<file path="src/rtl/lnrv_apb_master.sv">
// ============================================================================
// Module   : lnrv_apb_master
// Brief    : Single-outstanding APB3 initiator with wait-state timeout.
// Revision : 1.0
// ============================================================================
`default_nettype none

module lnrv_apb_master #(
  parameter int P_ADDR_WIDTH = 8,
  parameter int P_TIMEOUT    = 255
) (
  input  logic                    clk,
  input  logic                    reset_n,
  input  logic                    cmd_valid,
  output logic                    cmd_ready,
  input  logic                    cmd_write,
  input  logic [P_ADDR_WIDTH-1:0] cmd_addr,
  input  logic [31:0]             cmd_wdata,
  output logic                    rsp_valid,
  input  logic                    rsp_ready,
  output logic [31:0]             rsp_rdata,
  output logic                    rsp_err,
  output logic                    psel,
  output logic                    penable,
  output logic                    pwrite,
  output logic [P_ADDR_WIDTH-1:0] paddr,
  output logic [31:0]             pwdata,
  input  logic [31:0]             prdata,
  input  logic                    pslverr,
  input  logic                    pready
);

  localparam logic [1:0] c_st_idle   = 2'd0;
  localparam logic [1:0] c_st_setup  = 2'd1;
  localparam logic [1:0] c_st_access = 2'd2;
  localparam logic [1:0] c_st_resp   = 2'd3;

  localparam int               c_cnt_w   = (P_TIMEOUT > 0) ? $clog2(P_TIMEOUT + 1) : 1;
  localparam bit               c_tmo_en  = (P_TIMEOUT != 0);
  localparam logic [c_cnt_w-1:0] c_cnt_max = '1;
  localparam logic [c_cnt_w-1:0] c_cnt_lim = c_cnt_w'(P_TIMEOUT - 1);

  logic [1:0]              r_state;
  logic [1:0]              w_state_nxt;
  logic [c_cnt_w-1:0]      r_cnt;
  logic [c_cnt_w-1:0]      w_cnt_nxt;
  logic                    w_accept;
  logic                    w_tmo_hit;
  logic                    w_psel_nxt;
  logic                    w_penable_nxt;
  logic                    w_cmd_ready_nxt;
  logic                    w_rsp_valid_nxt;
  logic                    w_rsp_err_nxt;
  logic [31:0]             w_rsp_rdata_nxt;
  logic                    w_pwrite_nxt;
  logic [P_ADDR_WIDTH-1:0] w_paddr_nxt;
  logic [31:0]             w_pwdata_nxt;

  assign w_accept = (r_state == c_st_idle) && cmd_valid && cmd_ready;
  // The limit is reached on the P_TIMEOUT-th ACCESS sample; pready that cycle still wins.
  assign w_tmo_hit = c_tmo_en && (r_cnt == c_cnt_lim) && !pready;

  // State and output registers
  always_ff @(posedge clk or negedge reset_n) begin
    if (!reset_n) begin
      r_state   <= c_st_idle;
      r_cnt     <= '0;
      psel      <= 1'b0;
      penable   <= 1'b0;
      pwrite    <= 1'b0;
      paddr     <= '0;
      pwdata    <= '0;
      cmd_ready <= 1'b0;
      rsp_valid <= 1'b0;
      rsp_rdata <= '0;
      rsp_err   <= 1'b0;
    end else begin
      r_state   <= w_state_nxt;
      r_cnt     <= w_cnt_nxt;
      psel      <= w_psel_nxt;
      penable   <= w_penable_nxt;
      pwrite    <= w_pwrite_nxt;
      paddr     <= w_paddr_nxt;
      pwdata    <= w_pwdata_nxt;
      cmd_ready <= w_cmd_ready_nxt;
      rsp_valid <= w_rsp_valid_nxt;
      rsp_rdata <= w_rsp_rdata_nxt;
      rsp_err   <= w_rsp_err_nxt;
    end
  end

  // Next-state logic
  always_comb begin
    w_state_nxt = r_state;
    case (r_state)
      c_st_idle:   if (w_accept) w_state_nxt = c_st_setup;
      c_st_setup:  w_state_nxt = c_st_access;
      c_st_access: if (pready || w_tmo_hit) w_state_nxt = c_st_resp;
      c_st_resp:   if (rsp_ready) w_state_nxt = c_st_idle;
      default:     w_state_nxt = c_st_idle;
    endcase
  end

  // Next values for the registered outputs
  always_comb begin
    w_psel_nxt      = (w_state_nxt == c_st_setup) || (w_state_nxt == c_st_access);
    w_penable_nxt   = (w_state_nxt == c_st_access);
    w_cmd_ready_nxt = (w_state_nxt == c_st_idle);
    w_rsp_valid_nxt = (w_state_nxt == c_st_resp);
    w_rsp_err_nxt   = rsp_err;
    w_rsp_rdata_nxt = rsp_rdata;
    w_pwrite_nxt    = pwrite;
    w_paddr_nxt     = paddr;
    w_pwdata_nxt    = pwdata;
    w_cnt_nxt       = r_cnt;

    if (w_accept) begin
      w_pwrite_nxt = cmd_write;
      w_paddr_nxt  = cmd_addr;
      w_pwdata_nxt = cmd_wdata;
    end

    if (r_state == c_st_setup) begin
      w_cnt_nxt = '0;
    end else if (r_state == c_st_access) begin
      if (pready) begin
        w_rsp_err_nxt   = pslverr;
        w_rsp_rdata_nxt = (pwrite || pslverr) ? 32'd0 : prdata;
      end else begin
        if (r_cnt != c_cnt_max) w_cnt_nxt = r_cnt + 1'b1;
        if (w_tmo_hit) begin
          w_rsp_err_nxt   = 1'b1;
          w_rsp_rdata_nxt = 32'd0;
        end
      end
    end
  end

endmodule

`default_nettype wire

</file>
<file path="config.mk">
export PLATFORM = sky130hd
export DESIGN_NAME = lnrv_apb_master
export DESIGN_NICKNAME = d
export VERILOG_FILES = /design/src/rtl/lnrv_apb_master.sv
export SDC_FILE = /design/constraint.sdc
export NUM_CORES = 1
export LEC_CHECK = 0
export BUFFER_PORTS_ARGS = -buffer_cell sky130_fd_sc_hd__buf_4
export CAP_MARGIN = 5
export CELL_PAD_IN_SITES_DETAIL_PLACEMENT = 1
export CELL_PAD_IN_SITES_GLOBAL_PLACEMENT = 1
export CORE_MARGIN = 1
export CORE_UTILIZATION = 35
export DETAILED_ROUTE_END_ITERATION = 8
export PLACE_DENSITY = 0.82
export RECOVER_POWER = 50
export SLEW_MARGIN = 20
export SYNTH_ARGS = -nofsm -noshare
export SYNTH_HDL_FRONTEND = slang
export SYNTH_SLANG_ARGS = --single-unit
export TNS_END_PERCENT = 30
</file>
<file path="constraint.sdc">
create_clock -name clk -period 1.95 [get_ports clk]
set_clock_uncertainty 0.05 [all_clocks]
set_input_delay 0.195 -clock clk [delete_from_list [all_inputs] [get_ports clk]]
set_output_delay 0.195 -clock clk [all_outputs]
set_load 0.01 [all_outputs]
</file>
==> results of run 1 <==
==> per-layer routing <==
metal | track usage, % | vias to the layer above | share of wire [%]
li1 | - | 1329 | -
met1 | 23.1 | 1472 | 37
met5 | 0 | - | 0
met2 | 39.1 | 108 | 54
met4 | 10.4 | 0 | 2.8
met3 | 5.63 | 22 | 6.5
==> layout by cell type (no fill, tap or decap), types with 2 or more instances in the layout <==
cell,netlist,layout
nor2b_1,2,2
nand3b_1,2,2
dlygate4sd3_1,0,56
ha_1,9,8
bufinv_16,0,2
mux2_2,41,41
nand3_1,7,6
nor2_4,0,2
and2_1,3,3
o21ai_0,3,2
a21oi_1,4,4
inv_1,7,6
a22o_2,3,3
buf_4,0,131
dfrtp_1,88,88
mux2i_1,2,2
nand2_1,3,3
clkinv_4,0,2
clkbuf_8,0,9
and3_1,3,2
clkbuf_1,0,34
a31o_2,2,2
buf_12,0,3
a31oi_1,2,2
nor2_1,5,4
a22o_1,29,29
==> registers in the layout, indices dropped and copies added, names as in the netlist <==
register,cells
pwrite,1
rsp_err,1
paddr,8
rsp_rdata,32
r_cnt,8
r_state,2
penable,1
cmd_ready,1
rsp_valid,1
pwdata,32
psel,1
==> report_power, final <==
part | leakage (uW) | switching [uW] | total [uW] | internal (uW)
clock | 0.000111 | 670 | 1400 | 729
combinational | 0.00148 | 1500 | 3230 | 1730
sequential | 0.00111 | 486 | 3090 | 2610
total | 0.00270 | 2660 | 7720 | 5070
==> worst max-delay path: cells and delay by family (launching register included) <==
family	cells	cell delay [ns]
AND/OR/NAND/NOR	3	0.82
flip-flops	1	0.39
adder cells (fa/ha/maj)	1	0.23
AO/OA/AOI/OAI	1	0.22
buffers and inverters	1	0.08
==> stage by stage <==
step	setup WS, ns	util (%)
after floorplan	0.232	-
after global placement	-0.251	50.2
after detailed placement	-0.0119	50.2
after CTS	-0.0432	58.2
after global routing	-0.00412	57.4
final	0.107	57.4
==> logic make-up after synthesis <==
logic type,Yosys count,synth area share [%]
adder cells (fa/ha/maj),9,3.18
AO/OA/AOI/OAI,51,12.1
flip-flops,88,62.2
buffers and inverters,19,3.15
AND/OR/NAND/NOR,33,5.69
multiplexers,43,13.6
==> final cells by class <==
class / count / area (um^2) / share of cell area (%)
timing repair buffer: 224 / 1730 / 30.9
clock buffer: 10 / 128 / 2.28
clock inverter: 6 / 91.3 / 1.63
antenna: 1 / 2.50 / 0.0446
tap: 133 / 166 / 2.97
multi-input combinational: 137 / 1260 / 22.4
sequential: 88 / 2200 / 39.3
inverter: 7 / 26.3 / 0.469
==> path summary, 6_finish.rpt <==
check | from | to | slack, ns | cells past startpoint
max in group asynchronous | reset_n | rsp_rdata[22] | 0.50 | 3
worst min register to register | rsp_rdata[17] | rsp_rdata[17] | 0.46 | 1
worst max-delay path | r_state[1] | rsp_rdata[29] | 0.11 | 6
min in group asynchronous | reset_n | r_cnt[4] | 0.50 | 2
worst min-delay path | prdata[8] | rsp_rdata[8] | 0.01 | 2
worst max register to register | r_state[1] | rsp_rdata[29] | 0.11 | 6
==> what timing repair did <==
action	4_1_cts	5_1_grt
hold buffers	56	0
endpoints found under the hold margin	92	0
gates cloned	0	1
pin swaps	4	8
setup endpoints to repair	33	34
setup buffers	0	1
gates resized for setup	2	4
==> flow_summary.json, run 1 <==
{
  "status": "finished, final reports clean",
  "clkLatencyLatePin_ns": 0.36,
  "rsz0062_at_grt": "true",
  "synth_area_leaders": "dfrtp_1 (62%), mux2_2 (13%), a22o_1 (7.2%)",
  "start_util_pct": 36.2,
  "worstHoldPathType": "primary input to flip-flop",
  "fp-row-count": 36,
  "dr.pass1.iters": 4,
  "place_area_mm2": 0.00491,
  "routabilityCongestion": 0.764,
  "ir_worst_vdd_v": 0.000566,
  "min_period_ns": 1.84,
  "slowest_stage": "nor2_4",
  "yosysSeqAreaShare_pct": 62.2,
  "fillerInstances": 1021,
  "synth_edf_count": 0,
  "placed_cells": 531,
  "synth.distinct_cells": 36,
  "vias": 2931,
  "dp_hpwl_um": 6850,
  "maxSlewViolCount": 0,
  "fin_cells": 606,
  "synth_area_leader_cell": "dfrtp_1",
  "slowest_delay_ns": 0.43,
  "die_area_mm2": 0.0105,
  "drc": 0,
  "port_buffers": 156,
  "grt_pass1_vias": 3256,
  "cts_tree": "built",
  "grt-ovfl-total": 0,
  "synthArstFlopShare_pct": 100,
  "antenna_found_initial": 1,
  "syn_nets": 331,
  "fp.dieW_um": 103,
  "timing.setup.tns_ns": 0,
  "power.total_uw": 7720,
  "vias_per_cell": 4.84,
  "cp_cell_sequence": "inv_1 -> ha_1 -> nor2b_4 -> nand3b_1 -> nor2_4 -> a22o_1",
  "critPathKind": "flip-flop to flip-flop",
  "core-area_mm2": 0.00977,
  "critPathLaunchType": "flip-flop",
  "clock_path_buffers": 2,
  "fin_hold_ws_ns": 0.00984,
  "finalSetupViolations": 0,
  "numClockSinks": 88,
  "yosysMostFrequentCell": "dfrtp_1",
  "power_density_mw_per_mm2": 1380,
  "ys_seq_elements": 88,
  "routed_wl_um": 11100,
  "numCtsBuffers": 9,
  "die_h_um": 103,
  "syn-mean-instance-area_um2": 14.6,
  "fmax_mhz": 543,
  "synth_cells": 243,
  "layout.nets": 555,
  "worstPathArrival_ns": 2.09,
  "final.period_utilization_pct": 94.5,
  "synth_ff_type": "dfrtp_1",
  "timing_hold_violations_final": 0,
  "cp_max_fo": 16,
  "post_drt_wl_per_cell_um": 18.4,
  "p_leak_uw": 0.00270,
  "grt_first_pass_wirelength_um": 16700,
  "worst_pin_slew_ns": 1.04,
  "path_clk_slew_ns": 0.09,
  "cap_violations": 0,
  "root_buffer": "clkbuf_8",
  "critPathRequiredTime_ns": 2.20,
  "end_kind": "flip-flop",
  "final_cell_area_mm2": 0.00561,
  "initialDrtViolationCount": 44,
  "io_pins": 157,
  "yosysWarnings": 0,
  "synthToLayoutAreaGrowth_pct": 58.5,
  "synth.top_cells.by_count": "dfrtp_1 (88), mux2_2 (41), a22o_1 (29), ha_1 (9), buf_2 (8)",
  "synth_area_mm2": 0.00354,
  "drive_gt1_share_pct": 43.9,
  "antenna_left": 0,
  "slew_headroom_pct": 30.8,
  "synth_top_area_share_pct": 62.2,
  "htree_levels": 3,
  "grt_use_total_pct": 21.5,
  "grt_start_max_net_pins": 45
}
(Power assumes the default switching activity.)
==> run 2, diff against run 1 <==
==> constraint.sdc (replaced) <==
create_clock -name clk -period 2 [get_ports clk]
set_clock_uncertainty 0.05 [all_clocks]
set_input_delay 0.2 -clock clk [delete_from_list [all_inputs] [get_ports clk]]
set_output_delay 0.2 -clock clk [all_outputs]
set_load 0.01 [all_outputs]
==> flow_summary.json, run 2 (synthesis gave the netlist of run 1 again) <==
{
  "path_clk_slew_ns": 0.10,
  "placed_cells": 531,
  "finalSetupViolations": 0,
  "grt_use_total_pct": 17.9,
  "cap_violations": 0,
  "fp.dieW_um": 103,
  "min_period_ns": 1.90,
  "antenna_found_initial": 0,
  "power.total_uw": 7280,
  "timing.setup.tns_ns": 0,
  "die_area_mm2": 0.0105,
  "dp_hpwl_um": 6810,
  "status": "finished, final reports clean",
  "slew_headroom_pct": 41.9,
  "htree_levels": 3,
  "end_kind": "flip-flop",
  "fin_cells": 550,
  "hold_depth": 2,
  "die_h_um": 103,
  "port_buffers": 156,
  "place_area_mm2": 0.00491,
  "io_pins": 157,
  "ir_worst_vdd_v": 0.000571,
  "drc": 0,
  "clock_path_buffers": 2,
  "root_buffer": "clkbuf_8",
  "cp_max_fo": 5,
  "initialDrtViolationCount": 76,
  "final_cell_area_mm2": 0.00502,
  "layout.nets": 500,
  "fin_hold_ws_ns": 0.0216,
  "timing_hold_violations_final": 0,
  "core-area_mm2": 0.00977,
  "grt_start_max_net_pins": 44,
  "grt-ovfl-total": 0,
  "grt_pass1_vias": 2993,
  "grt_first_pass_wirelength_um": 14400,
  "start_util_pct": 36.2,
  "power_density_mw_per_mm2": 1450,
  "post_drt_wl_per_cell_um": 17.2,
  "reg_top3": "pwdata (32), rsp_rdata (32)",
  "drive_gt1_share_pct": 48.0,
  "worst_pin_slew_ns": 0.871,
  "critPathKind": "flip-flop to flip-flop",
  "routed_wl_um": 9480,
  "fp-row-count": 36,
  "clkLatencyLatePin_ns": 0.34,
  "numCtsBuffers": 9,
  "worstHoldPathType": "primary input to flip-flop",
  "critPathLaunchType": "flip-flop",
  "worstPathArrival_ns": 2.06,
  "final.period_utilization_pct": 94.8,
  "vias_per_cell": 4.88,
  "antenna_left": 0,
  "vias": 2682,
  "p_leak_uw": 0.00244,
  "fmax_mhz": 527,
  "reg2reg_depth": 7,
  "maxSlewViolCount": 0,
  "numClockSinks": 88,
  "mostFrequentLayoutCell": "buf_4",
  "final_cell_mix": "buf_4 (125), dfrtp_1 (88), mux2_2 (41)",
  "cts_tree": "built",
  "critPathRequiredTime_ns": 2.17,
  "num_antenna_cells": 0,
  "dr.pass1.iters": 4,
  "routabilityCongestion": 0.756,
  "synthToLayoutAreaGrowth_pct": 42.0
}
## run 2: metrics by stage
step | worst slack (ns) | utilization (%)
global placement | -0.221 | 50.2
finish | 0.103 | 51.4
floorplan | 0.282 | -
detailed placement | 0.00852 | 50.2
CTS | -0.00914 | 52.5
global route | -0.0188 | 51.4
## run 2: routing by layer
layer | track usage [%] | share of wire [%]
met1 | 20.5 | 39
met2 | 31.8 | 52
met3 | 6.58 | 8.2
met4 | 4.07 | 0.58
met5 | 0 | 0
## run 2: what timing repair did
item                                    in CTS  in global routing
cloned                                       0                  1
hold buffers                                 1                  0
pin swaps                                    0                  2
setup buffers                                0                  1
hold endpoints to repair                    32                  0
endpoints found under the setup margin       5                 34
resized for setup                            0                  3
## run 2: power by group
part | internal, uW | leakage (uW) | switching [uW]
sequential | 2540 | 0.00111 | 462
combinational | 1590 | 0.00123 | 1390
clock | 653 | 0.000102 | 647
## run 2: layout make-up
cell class | instances | area [um^2]
Clock buffer | 11 | 151
Clock inverter | 5 | 62.6
Fill cell | 1053 | 4750
Inverter | 7 | 26.3
Multi-Input combinational cell | 137 | 1250
Sequential cell | 88 | 2200
Tap cell | 133 | 166
Timing Repair Buffer | 169 | 1160
## run 2: critical path, stage by stage (launching register included)
cell     delay, ns
dfrtp_1       0.41
inv_1         0.08
buf_4         0.14
ha_1          0.30
nand3_1       0.12
nor2b_1       0.34
and4b_1       0.27
nor3_1        0.06
## run 2: final timing paths
path,startpoint,end,slack (ns)
worst min register to register,rsp_rdata[29],rsp_rdata[29],0.45
worst max register to register,r_state[0],r_cnt[7],0.10
worst max-delay path,r_state[0],r_cnt[7],0.10
worst min-delay path,cmd_wdata[29],pwdata[29],0.02
max in group asynchronous,reset_n,pwdata[10],0.56
min in group asynchronous,reset_n,rsp_rdata[24],0.46
==> run 3, diff against run 2 <==
--- a/config.mk
+++ b/config.mk
@@ -7,7 +7,7 @@
 export LEC_CHECK = 0
 export BUFFER_PORTS_ARGS = -buffer_cell sky130_fd_sc_hd__buf_4
 export CAP_MARGIN = 5
-export CELL_PAD_IN_SITES_DETAIL_PLACEMENT = 1
+export CELL_PAD_IN_SITES_DETAIL_PLACEMENT = 0
 export CELL_PAD_IN_SITES_GLOBAL_PLACEMENT = 1
 export CORE_MARGIN = 1
 export CORE_UTILIZATION = 35
==> flow_summary.json, run 3 (synthesis gave the netlist of run 1 again) <==
{
  "root_buffer": "clkbuf_8",
  "die_h_um": 103,
  "cp_cell_sequence": "inv_2 -> ha_4 -> nor2b_4 -> nand3b_1 -> nor2_4 -> a22o_2",
  "grt-ovfl-total": 0,
  "rsz0062_at_grt": "true",
  "routabilityCongestion": 0.756,
  "maxSlewViolCount": 0,
  "setup_ws_ns": 0.0562,
  "vias_per_cell": 4.76,
  "met1_usage_pct": 20.0,
  "clock_path_buffers": 2,
  "fp.dieW_um": 103,
  "post_cts_buffers": 0,
  "reg_top3": "pwdata (32), rsp_rdata (32)",
  "dp_hpwl_um": 5920,
  "power.total_uw": 7420,
  "p_int_uw": 4960,
  "critPathTopFamily": "simple AND/OR/NAND/NOR gates",
  "drive_gt1_share_pct": 49.7,
  "grt_start_max_net_pins": 44,
  "slowest_delay_ns": 0.59,
  "post_drt_wl_per_cell_um": 14.9,
  "ir_worst_vdd_v": 0.000682,
  "final_cell_mix": "buf_4 (141), dfrtp_1 (88), mux2_2 (41)",
  "slowest_stage": "nor2_4",
  "routed_wl_um": 8480,
  "grt_use_total_pct": 16.7,
  "fmax_mhz": 514,
  "io_pins": 157,
  "layout.nets": 518,
  "critPathBufInv": 1,
  "worst_pin_slew_ns": 0.816,
  "path_clk_slew_ns": 0.09,
  "fp-row-count": 36,
  "power_density_mw_per_mm2": 1410,
  "port_buffers": 156,
  "finalSetupViolations": 0,
  "combPwrFrac_pct": 41.6,
  "antenna_left": 0,
  "vias": 2701,
  "start_util_pct": 36.2,
  "end_kind": "flip-flop",
  "place_ws_ns": 0.0229,
  "switching_power_uw": 2450,
  "num_antenna_cells": 0,
  "cap_violations": 0,
  "pwr-share-seq_pct": 40.2,
  "numCtsBuffers": 9,
  "timing.setup.tns_ns": 0,
  "grt.busiest_layer": "met2",
  "critPathRequiredTime_ns": 2.24,
  "met2_usage_pct": 27.8,
  "drc": 0,
  "cp_max_fo": 32,
  "grt_pass1_vias": 2724,
  "p_leak_uw": 0.00258,
  "grt_util_met3_pct": 4.95,
  "timing_hold_violations_final": 0,
  "final.period_utilization_pct": 97.2,
  "critPathLaunchType": "flip-flop",
  "clkLatencyLatePin_ns": 0.35,
  "fillerInstances": 859,
  "worstHoldPathType": "primary input to flip-flop",
  "numClockSinks": 88,
  "synthToLayoutAreaGrowth_pct": 48.8,
  "slew_headroom_pct": 45.6,
  "pwr-share-clk_pct": 18.2,
  "core-area_mm2": 0.00977,
  "min_period_ns": 1.94,
  "htree_levels": 3,
  "dr.pass1.iters": 6,
  "die_area_mm2": 0.0105,
  "critPathKind": "flip-flop to flip-flop",
  "mostFrequentLayoutCell": "buf_4",
  "grt_first_pass_wirelength_um": 13400,
  "cts_tree": "built",
  "initialDrtViolationCount": 73,
  "worstPathArrival_ns": 2.18,
  "p_sw_share_pct": 33.1,
  "antenna_found_initial": 0,
  "status": "finished, final reports clean"
}
-- run 3: power by group through the flow --
stage / registers (uW) / clock network (uW) / logic [uW]
after floorplan: 3280 / 0 / 1280
after global placement: 2990 / 0 / 3140
after detailed placement: 3010 / 0 / 3240
after CTS: 2990 / 1400 / 3280
after global routing: 3080 / 1470 / 3380
final: 2980 / 1350 / 3090
-- run 3: timing repair --
item,CTS,global route
hold buffers,21,0
resized for setup,2,4
hold endpoints to repair,52,0
pin swaps,2,18
setup endpoints to repair,23,34
-- run 3: layout make-up --
class                           count  area (um^2)  area share (%)
Inverter                            7         26.3           0.499
Multi-Input combinational cell    136         1260            23.9
Tap cell                          133          166            3.16
Clock inverter                      6         93.8            1.78
Sequential cell                    88         2200            41.8
Clock buffer                       10          128            2.42
Timing Repair Buffer              188         1390            26.4
-- run 3: final timing paths --
kind	from	end	slack [ns]	depth (start not counted)
worst max-delay path	r_state[0]	rsp_rdata[2]	0.06	6
worst min-delay path	cmd_addr[0]	paddr[0]	0.02	2
worst max register to register	r_state[0]	rsp_rdata[2]	0.06	6
worst min register to register	rsp_rdata[26]	rsp_rdata[26]	0.46	1
max in group asynchronous	reset_n	paddr[6]	0.32	3
min in group asynchronous	reset_n	rsp_rdata[28]	0.41	2
-- run 3: routing by layer --
layer / wire length, um / up-vias
met4: 96 / 0
li1: - / 1257
met3: 684 / 10
met2: 4100 / 106
met1: 3600 / 1328
met5: 0 / -
-- run 3: per-stage QoR --
stage / instance area [um^2] / cells / hold slack, ns / utilization (%)
finish: 5260 / 568 / 0.0201 / 53.9
global route: 5260 / 568 / 0.000570 / 53.9
CTS: 5350 / 568 / 0.00000613 / 54.7
detailed placement: 4910 / 531 / 0.124 / 50.2
global placement: 4910 / 531 / 0.120 / 50.2
floorplan: 3540 / 243 / -0.146 / -
-- run 3: worst reg2reg max path: stages, from the launching register on --
cell and delay, ns:
dfrtp_1 0.44, inv_2 0.11, ha_4 0.14, nor2b_4 0.14, nand3b_1 0.14, nor2_4 0.59, a22o_2 0.29
